==> config.mk <==
export PLATFORM = sky130hd
export DESIGN_NAME = pixel_stream_sequencer
export DESIGN_NICKNAME = d
export VERILOG_FILES = /design/src/rtl/pixel_stream_sequencer.sv
export SDC_FILE = /design/constraint.sdc
export NUM_CORES = 1
export LEC_CHECK = 0
export CAP_MARGIN = 25
export CORE_MARGIN = 4
export CORE_UTILIZATION = 50
export DETAILED_ROUTE_END_ITERATION = 16
export PLACE_DENSITY = 0.85
export SLEW_MARGIN = 10
export SYNTH_ARGS = -nofsm -noshare
export SYNTH_HDL_FRONTEND = slang
export SYNTH_SLANG_ARGS = --single-unit
==> constraint.sdc <==
create_clock -name clk -period 4.1 [get_ports clk]
set_input_delay 0.41 -clock clk [delete_from_list [all_inputs] [get_ports clk]]
set_output_delay 0.41 -clock clk [all_outputs]
set_load 0.01 [all_outputs]
==> src/rtl/pixel_stream_sequencer.sv <==
// rtl/pixel_stream_sequencer.sv - frame-buffer to kernel-array pixel sequencer with write-back and corner counting
module pixel_stream_sequencer #(
    parameter int N          = 8,
    parameter int bitSize    = 6,
    parameter int pixelWidth = 8,
    parameter int PASSES     = 4
) (
    input  logic                  clk,
    input  logic                  rst,
    input  logic                  start,
    output logic [bitSize:0]      mem_addr,
    input  logic [pixelWidth-1:0] mem_rd_data,
    output logic                  mem_we,
    output logic [pixelWidth-1:0] mem_wr_data,
    output logic [bitSize:0]      pixel_position_or_address,
    output logic [pixelWidth-1:0] data_out,
    output logic                  we,
    input  logic [pixelWidth-1:0] result_in,
    input  logic                  harris_in,
    output logic                  busy,
    output logic [3:0]            pass_count,
    output logic [bitSize:0]      harris_count,
    output logic                  done
);

    localparam int AW = bitSize + 1;
    localparam logic [AW-1:0] LAST = AW'(N * N - 1);

    typedef enum logic [2:0] {
        S_IDLE, S_PRIME, S_WRITE, S_GAP, S_READ, S_NEXT, S_DONE
    } state_t;

    state_t                state_q, state_d;
    logic                  phase_q, phase_d;
    logic [AW-1:0]         slot_q, slot_d;
    logic [pixelWidth-1:0] pix_q, pix_d;
    logic [AW-1:0]         acc_q, acc_d;
    logic [3:0]            pass_q, pass_d;
    logic [AW-1:0]         hcount_q, hcount_d;

    logic                  slot_state;
    logic [AW-1:0]         prefetch_addr;

    // Slot-structured states toggle the phase bit; the rest run single-clock
    assign slot_state    = (state_q == S_PRIME) || (state_q == S_WRITE) ||
                           (state_q == S_GAP)   || (state_q == S_READ);
    assign prefetch_addr = (slot_q == LAST) ? LAST : slot_q + AW'(1);

    // State register
    always_ff @(posedge clk or posedge rst) begin
        if (rst) begin
            state_q <= S_IDLE;
        end else begin
            state_q <= state_d;
        end
    end

    // Datapath registers: phase, slot index, prefetched pixel and counters
    always_ff @(posedge clk or posedge rst) begin
        if (rst) begin
            phase_q  <= 1'b0;
            slot_q   <= '0;
            pix_q    <= '0;
            acc_q    <= '0;
            pass_q   <= '0;
            hcount_q <= '0;
        end else begin
            phase_q  <= phase_d;
            slot_q   <= slot_d;
            pix_q    <= pix_d;
            acc_q    <= acc_d;
            pass_q   <= pass_d;
            hcount_q <= hcount_d;
        end
    end

    // Next-state logic: slot states advance only at the end of phase 1
    always_comb begin
        state_d = state_q;
        case (state_q)
            S_IDLE:  if (start) state_d = S_PRIME;
            S_PRIME: if (phase_q) state_d = S_WRITE;
            S_WRITE: if (phase_q && slot_q == LAST) state_d = S_GAP;
            S_GAP:   if (phase_q) state_d = S_READ;
            S_READ:  if (phase_q && slot_q == LAST) state_d = S_NEXT;
            S_NEXT:  state_d = (pass_q + 4'd1 == 4'(PASSES)) ? S_DONE : S_PRIME;
            S_DONE:  state_d = S_IDLE;
            default: state_d = S_IDLE;
        endcase
    end

    // Datapath next values; the pixel for slot k+1 is addressed throughout slot k
    // and captured at the end of its phase 1 so data_out stays flat across a slot
    always_comb begin
        phase_d  = slot_state ? ~phase_q : 1'b0;
        slot_d   = '0;
        pix_d    = pix_q;
        acc_d    = acc_q;
        pass_d   = pass_q;
        hcount_d = hcount_q;
        if ((state_q == S_WRITE) || (state_q == S_READ)) begin
            slot_d = slot_q;
            if (phase_q) begin
                slot_d = (slot_q == LAST) ? '0 : slot_q + AW'(1);
            end
        end
        if (phase_q && ((state_q == S_PRIME) || (state_q == S_WRITE))) begin
            pix_d = mem_rd_data;
        end
        if (phase_q && (state_q == S_READ) && harris_in && (acc_q != LAST)) begin
            acc_d = acc_q + AW'(1);
        end
        if ((state_q == S_IDLE) && start) begin
            pass_d   = '0;
            hcount_d = '0;
        end
        if (state_q == S_NEXT) begin
            hcount_d = acc_q;
            acc_d    = '0;
            pass_d   = pass_q + 4'd1;
        end
    end

    // Output decode from state, slot and phase
    always_comb begin
        mem_addr                  = '0;
        mem_we                    = 1'b0;
        mem_wr_data               = '0;
        pixel_position_or_address = '0;
        data_out                  = '0;
        we                        = 1'b0;
        busy                      = (state_q != S_IDLE);
        done                      = (state_q == S_DONE);
        pass_count                = pass_q;
        harris_count              = hcount_q;
        case (state_q)
            S_WRITE: begin
                mem_addr                  = prefetch_addr;
                pixel_position_or_address = slot_q;
                we                        = 1'b1;
                data_out                  = pix_q;
            end
            S_READ: begin
                mem_addr                  = slot_q;
                pixel_position_or_address = slot_q;
                if (phase_q) begin
                    mem_we      = 1'b1;
                    mem_wr_data = result_in;
                end
            end
            default: ;
        endcase
    end

endmodule

; ---- Word-level counts from Yosys, hierarchy flattened
; Cells that the tools add are included.
[totals]
word_cells = 68
in_bits = 20
regBits = 37
[op_classes]
n_reduce_logical = 16
eq_ne = 15
mux = 26
n_addsub = 3
bitwise_logic = 1
[op_table]
columns = cell, n
row1 = 2-to-1 mux 7 bit, 9
row2 = 2-to-1 mux 8 bit, 3
row3 = 2-to-1 mux 3 bit, 6
row4 = one-hot mux 3 bit (6 select lines), 1
row5 = "adder 7 x 1 -> 7 bit, second input constant", 2
row6 = one-hot mux 7 bit (2 select lines), 1
row7 = "!= test 2 bit, second input constant", 5
row8 = "== test 3 bit, second input constant", 3
row9 = 2-to-1 mux 4 bit, 2
row10 = "== test 7 x 6 -> 1 bit, second input constant", 1
row11 = "!= test 7 x 6 -> 1 bit, second input constant", 1
row12 = "== test 3 x 2 -> 1 bit, second input constant", 2
row13 = logical AND 1 bit, 6
row14 = AND reduction 5 bit, 1
row15 = "adder 4 x 1 -> 4 bit, second input constant", 1
row16 = "== test 4 x 3 -> 1 bit, second input constant", 1
row17 = logical OR 1 bit, 4
row18 = 2-to-1 mux 1 bit, 4
row19 = nonzero test 2 bit, 2
row20 = "== test 3 x 1 -> 1 bit, second input constant", 1
row21 = zero test 3 bit, 1
row22 = nonzero test 3 bit, 1
row23 = "!= test 2 x 1 -> 1 bit, second input constant", 1
row24 = OR reduction 2 bit, 1
row25 = NOT 1 bit, 1

; ---- Logic depth before layout (Yosys ltp)
; Gate-level depths: netlist of the first run.
[logic_depth]
depth_word = 6
ltp_mapped = 6

; ---- Least setup slack after synthesis of the first run
; No wires, ideal clock.
[synth_timing]
path_type = flip-flop to output port
startpoint = register slot_q[0]
endpoint = output port mem_addr[0]
slack_ns = 2.088
stages_incl_launch_ff = 6
path_buffers = 0
required_ns = 3.690
arrival_time_ns = 1.602
path_cell_list = dfrtp_1 ha_1 nand3_1 or3_1 a21o_1 a21oi_1
[synth_between]
elab_chain_len = 3
word_cells_on_any_way = 4
cone_classes = add/sub (1) / eq/ne (1) / mux (2)
[synth_rtl]
columns = item, line
row1 = "start, declared", 35  ; logic [AW-1:0] slot_q, slot_d;
row2 = "start signal, assigned", 69  ; slot_q <= slot_d;
row3 = adder 7 x 1 -> 7 bit / == test 7 x 6 -> 1 bit (equally long branches), 47  ; assign prefetch_addr = (slot_q == LAST) ? LAST : slot_q + AW'(1);
row4 = 2-to-1 mux 7 bit, 47
row5 = one-hot mux 7 bit (2 select lines) *, 136  ; case (state_q)
row6 = "end, declared", 11  ; output logic [bitSize:0] mem_addr,
; Every way passes the cells marked *; elsewhere a longest branch is shown, timed or not.

; ---- Worst setup path in the final report of the first run
; Same ends and word-level chain as after synthesis.

==> impl_metrics.env, run 1 <==
export IMPL_async_reset_ff_frac=1.000
export IMPL_synth_area_sq_mm=0.002093
export IMPL_pwr_share_seq=0.402
export IMPL_layout_nets=307
export IMPL_synth_warnings=0
export IMPL_hp_start="harris_count[5]"
export IMPL_ant_nets=0
export IMPL_ys_types=42
export IMPL_route_detailed_drc=0
export IMPL_fin_util=0.7065
export IMPL_min_period_ns=3.016
export IMPL_syn_nets=246
export IMPL_dr_pass1_iters=4
export IMPL_die_h_microns=72.71
export IMPL_ys_seq_elements=37
export IMPL_initial_core_util=0.5196
export IMPL_yosys_area_top_type="dfrtp_1"
export IMPL_place_port_buffers=64
export IMPL_clkSlewWorstSetupHoldPaths_ns=0.08
export IMPL_endpoint_kind="output port"
export IMPL_syn_to_final_growth_pct=35.98
export IMPL_synth_cells=222
export IMPL_grt_pass1_wl_microns=8618
export IMPL_worstSkewPairLatency_ns=0.29
export IMPL_overflow=0
export IMPL_fin_crit_sh=0.7356
export IMPL_max_freq_mhz=331.6
export IMPL_cts_setup_buffers=0
export IMPL_cts_num_sinks=37
export IMPL_routed_wl_microns=5111
export IMPL_grt_start_max_net_pins=38
export IMPL_status="finished, final reports clean"
export IMPL_post_route_cells_drive_above_1_share=0.07067
export IMPL_antenna_found_initial=0
export IMPL_cts_tree="done"
export IMPL_viasPerCell=5.604
export IMPL_r2r_start="state_q[0]"
export IMPL_worst_setup_path_type="flip-flop to output port"
export IMPL_max_slew_margin=0.4169
export IMPL_slew_viol_final=0
export IMPL_fill_cells=308
export IMPL_critical_path_arrival_ns=2.61
export IMPL_drtIter0Drc=189
export IMPL_synth_top_area_frac=0.4423
export IMPL_routabilityCongestion=0.8737
export IMPL_critical_path_required_ns=3.69
export IMPL_fp_dieW_microns=72.71
export IMPL_ir_drop_v=0.0003994
export IMPL_hpwl_microns=3666
export IMPL_rsz0062_at_grt="no"
export IMPL_hold_class="flip-flop to flip-flop"
export IMPL_cts_made_buffers=5
export IMPL_synth_area_per_cell_sq_um=9.429
export IMPL_ys_flop_type="dfrtp_1"
export IMPL_r2r_cells=3
export IMPL_p_comb_frac=0.418
export IMPL_p_leak_nw=1.211
export IMPL_root_buffer="clkbuf_8"
export IMPL_cap_violations=0
export IMPL_synth_edf_count=0
export IMPL_cts_hold_buf=0
export IMPL_regArea_sq_um=925.9
export IMPL_p_per_area_mw_per_mm2=501.1
export IMPL_ys_top_cells_by_area="dfrtp_1 (44%), o21ai_0 (4.5%), mux2_2 (4.3%), and2_1 (4.2%), and3_1 (3.6%)"
export IMPL_routedWlPerCell_microns=15.35
export IMPL_power_switching_uw=539.3
export IMPL_finalSetupTns_ns=0
export IMPL_p_sw_frac=0.3781
export IMPL_die_area_sq_mm=0.005286
export IMPL_fp_row_count=23
export IMPL_hold_depth=2
export IMPL_coreArea_sq_mm=0.004029
export IMPL_num_antenna_cells=0
export IMPL_vias=1866
export IMPL_setup_viol=0
export IMPL_h_tree_depth=2
export IMPL_cp_max_fo=8
export IMPL_startpoint="slot_q[0]"
export IMPL_grt_pass1_vias=1789
export IMPL_final_hold_violation_count=0
export IMPL_finClkSkew_ns=0.01053
export IMPL_p_int_uw=887.0
export IMPL_ys_seq_area_frac=0.4423
export IMPL_cp_start_kind="flip-flop"
export IMPL_clockBufferDepth=2
export IMPL_power_share_clock=0.180
export IMPL_tightest_slew_ns=0.8714
export IMPL_gr_usage_all_layers=0.2051
export IMPL_cts_resized=0
export IMPL_multi_input_area_sq_mm=0.001105
export IMPL_boundaryPins=65
==> metrics by stage <==
step | worst slack (ns) | power (mW) | hold slack, ns | area, sq um | std cells
after CTS | 1.118 | 1.431 | 0.4849 | 2846 | 333
after floorplan | 2.088 | 0.9400 | 0.4722 | 2093 | 222
after global routing | 0.8954 | 1.528 | 0.5218 | 2846 | 333
after global placement | 1.514 | 1.155 | 0.4631 | 2760 | 326
final | 1.084 | 1.426 | 0.4803 | 2846 | 333
after detailed placement | 1.423 | 1.171 | 0.4693 | 2760 | 326
==> final timing paths <==
| kind | endpoint | slack [ns] |
|---|---|---|
| worst min-delay path | harris_count[5] | 0.48 |
| worst max-delay path | mem_addr[0] | 1.08 |
| worst max register to register | harris_count[0] | 1.89 |
| min in group asynchronous | slot_q[0] | 0.53 |
| worst min register to register | harris_count[5] | 0.48 |
| max in group asynchronous | acc_q[6] | 3.25 |
==> cell usage after synthesis (2+ instances only) <==
library cell   n
ha_1           4
buf_2          2
mux2i_1        2
nand2_1       20
a22o_1         7
nor2_1        14
o21ai_0       19
nand3b_1       3
o31ai_1        3
a21o_1         2
or3_1          3
nand2b_1       6
and2_1        14
inv_1          5
dfrtp_1       37
mux2_2         8
nor2b_1        3
a21oi_1       12
xor2_1         6
a21boi_0       2
nand3_1        8
clkbuf_1       8
nor3_1         3
and3_1        12
o22ai_1        2
==> cell usage in the layout, fill, tap and decap left out, types with 8 or more instances in the layout <==
| cell | instances |
|---|---|
| nor2_1 | 14 |
| and3_1 | 12 |
| mux2_2 | 8 |
| o21ai_0 | 19 |
| dfrtp_1 | 37 |
| a21oi_1 | 12 |
| clkdlybuf4s50_1 | 64 |
| and2_1 | 14 |
| nand3_1 | 8 |
| nand2_1 | 20 |
==> logic make-up after synthesis <==
family | share of synthesized area
AOI/OAI and AO/OA | 0.1811
muxes | 0.05260
xor gates and xnor gates | 0.02929
and+or+nand+nor | 0.2409
buffers and inverters | 0.02989
DFF | 0.4423
adders and majority gates | 0.02391
==> sequential cells by signal (all words and copies together), names as in the netlist <==
signal and cells:
pix_q 8, acc_q 7, harris_count 7, slot_q 7, pass_count 4, state_q 3
phase_q 1
==> final cells by class <==
type | instances | area share
flip-flops and latches | 37 | 0.3253
multi-input cells | 169 | 0.3881
repair buffers | 65 | 0.2277
well taps | 50 | 0.02198
clock buffers | 7 | 0.03033
inverters | 5 | 0.006593
==> power by group through the flow <==
| stage | sequential (mW) | combinational [mW] | clock [mW] |
|---|---|---|---|
| 2_1_floorplan | 0.507 | 0.433 | 0 |
| 3_3_place_gp | 0.568 | 0.587 | 0 |
| 3_5_place_dp | 0.577 | 0.595 | 0 |
| 4_1_cts | 0.571 | 0.598 | 0.263 |
| 5_1_grt | 0.590 | 0.663 | 0.275 |
| 6_report | 0.573 | 0.597 | 0.256 |
==> layer usage <==
layer  vias to the layer above  routed length (microns)  track usage
li1                        913                        -            -
met1                       892                     2322       0.2927
met2                        56                     2469       0.3166
met3                         5                      267      0.04132
met4                         0                       52      0.05943
met5                         -                        0            0
==> worst max-delay path, stage by stage, from the launching register on <==
cell and delay, ns:
dfrtp_1 0.45, ha_1 0.25, nand3_1 0.20, or3_1 0.47, a21o_1 0.20, a21oi_1 0.16, clkdlybuf4s50_1 0.58
(Power assumes the default switching activity.)
==> inputs of run 2 (changes only) <==
--- a/config.mk
+++ b/config.mk
@@ -7,9 +7,9 @@
 export LEC_CHECK = 0
 export CAP_MARGIN = 25
 export CORE_MARGIN = 4
-export CORE_UTILIZATION = 50
+export CORE_UTILIZATION = 42
 export DETAILED_ROUTE_END_ITERATION = 16
-export PLACE_DENSITY = 0.85
+export PLACE_DENSITY = 0.76
 export SLEW_MARGIN = 10
 export SYNTH_ARGS = -nofsm -noshare
 export SYNTH_HDL_FRONTEND = slang
==> constraint.sdc (replaced) <==
create_clock -name clk -period 2.7 [get_ports clk]
set_input_delay 0.27 -clock clk [delete_from_list [all_inputs] [get_ports clk]]
set_output_delay 0.27 -clock clk [all_outputs]
set_load 0.01 [all_outputs]
==> impl_metrics.env, run 2 (synthesized netlist as in run 1, its figures left out) <==
export IMPL_hold_class="input pin to asynchronous set/reset pin"
export IMPL_post_route_cells_drive_above_1_share=0.1203
export IMPL_r2r_start="state_q[0]"
export IMPL_critical_path_required_ns=2.43
export IMPL_routed_wl_microns=5265
export IMPL_r2r_end="acc_q[5]"
export IMPL_p_leak_nw=1.255
export IMPL_clockBufferDepth=2
export IMPL_status="finished, final reports clean"
export IMPL_path_cells="ha_2 -> nand3_2 -> or3_4 -> a21o_1 -> a21oi_1 -> clkdlybuf4s50_1"
export IMPL_clkSlewWorstSetupHoldPaths_ns=0.07
export IMPL_place_port_buffers=64
export IMPL_tightest_slew_ns=0.6883
export IMPL_finalSetupTns_ns=0
export IMPL_fin_crit_sh=0.9748
export IMPL_p_per_area_mw_per_mm2=761.2
export IMPL_cpPeakStageDelay_ns=0.56
export IMPL_gr_usage_all_layers=0.1757
export IMPL_grt_pass1_vias=1904
export IMPL_worst_setup_path_type="flip-flop to output port"
export IMPL_num_antenna_cells=0
export IMPL_regMostFlops="pix_q"
export IMPL_layout_commonest_cell="clkdlybuf4s50_1"
export IMPL_final_cell_mix="clkdlybuf4s50_1 (64), dfrtp_1 (36), nand2_1 (20)"
export IMPL_fp_row_count=25
export IMPL_critical_path_arrival_ns=2.36
export IMPL_h_tree_depth=2
export IMPL_crit_buf_inv=1
export IMPL_slew_viol_final=0
export IMPL_die_area_sq_mm=0.006177
export IMPL_ir_drop_v=0.0006204
export IMPL_regToRegSetupSlack_ns=0.63
export IMPL_root_buffer="clkbuf_8"
export IMPL_routabilityCongestion=0.8915
export IMPL_layout_nets=314
export IMPL_initial_core_util=0.4374
export IMPL_antenna_found_initial=0
export IMPL_hpwl_microns=3847
export IMPL_ant_nets=0
export IMPL_grt_pass1_wl_microns=8818
export IMPL_fin_util=0.6180
export IMPL_cts_hold_buf=0
export IMPL_largest_register_ffs=8
export IMPL_viasPerCell=5.313
export IMPL_cp_start_kind="flip-flop"
export IMPL_drtIter0Drc=97
export IMPL_grt_start_max_net_pins=38
export IMPL_r2r_cells=4
export IMPL_die_h_microns=78.60
export IMPL_route_detailed_drc=0
export IMPL_min_period_ns=2.632
export IMPL_coreArea_sq_mm=0.004786
export IMPL_endpoint_kind="output port"
export IMPL_final_hold_violation_count=0
export IMPL_routedWlPerCell_microns=14.71
export IMPL_setup_viol=0
export IMPL_max_slew_margin=0.5363
export IMPL_worstSkewPairLatency_ns=0.28
export IMPL_dp_slack_ns=0.2216
export IMPL_worst_slack_ns=0.06801
export IMPL_boundaryPins=65
export IMPL_max_freq_mhz=379.9
export IMPL_syn_to_final_growth_pct=41.30
export IMPL_critical_path_slowest_cell="clkdlybuf4s50_1"
export IMPL_fp_dieW_microns=78.60
export IMPL_dr_pass1_iters=4
export IMPL_cap_violations=0
export IMPL_cts_tree="done"
export IMPL_cts_made_buffers=5
export IMPL_crit_family="simple AND/OR/NAND/NOR gates"
export IMPL_cts_num_sinks=37
export IMPL_cp_max_fo=6
export IMPL_vias=1902
export IMPL_finClkSkew_ns=0.005410
export IMPL_overflow=0
[run 2: timing repair]
item	CTS	global route
gates cloned	0	0
endpoints found under the setup margin	5	13
pin swaps	0	0
gates resized for setup	3	3
setup buffers	1	1
[run 2: worst max path at each step]
stage,startpoint,endpoint,cells past startpoint
after global routing,slot_q[0],mem_addr[0],6
final,slot_q[0],mem_addr[0],6
after CTS,slot_q[0],mem_addr[0],6
after floorplan,slot_q[0],mem_addr[0],5
after detailed placement,slot_q[0],mem_addr[0],6
after global placement,slot_q[0],mem_addr[0],6
[run 2: area by class of cell]
type | count | area, sq um
clock buffer | 7 | 96.34
clock inverter | 1 | 5.005
fill | 421 | 1828
inverter | 5 | 18.77
multi-input combinational | 169 | 1126
sequential | 37 | 927.1
tap | 67 | 83.83
timing repair buffer | 72 | 700.7
[run 2: metrics by stage]
stage | hold slack, ns | total power [mW] | cell area, sq um | instances
final | 0.3970 | 2.252 | 2958 | 358
after floorplan | 0.4217 | 1.427 | 2093 | 222
after global routing | 0.4509 | 2.417 | 2958 | 358
after detailed placement | 0.4876 | 1.824 | 2819 | 348
after CTS | 0.4116 | 2.252 | 2937 | 357
after global placement | 0.4664 | 1.806 | 2819 | 348
[run 2: where the power goes]
group          internal [mW]  total (mW)  switching [mW]
Clock                  0.231       0.416           0.186
Sequential             0.676       0.847           0.171
Combinational          0.514       0.989           0.475
Total                   1.42        2.25           0.831
[run 2: layer usage]
layer	part of all wire	routed length (microns)	global-route usage	vias to the layer above
li1	-	-	-	926
met1	0.46	2400	0.2290	916
met2	0.49	2584	0.2878	50
met3	0.040	209	0.03899	10
met4	0.013	71	0.05769	0
met5	0	0	0	-
[run 2: worst min-delay path, delay by kind of cell]
kind                   cells  cell delay [ns]
buffers and inverters      3             0.85
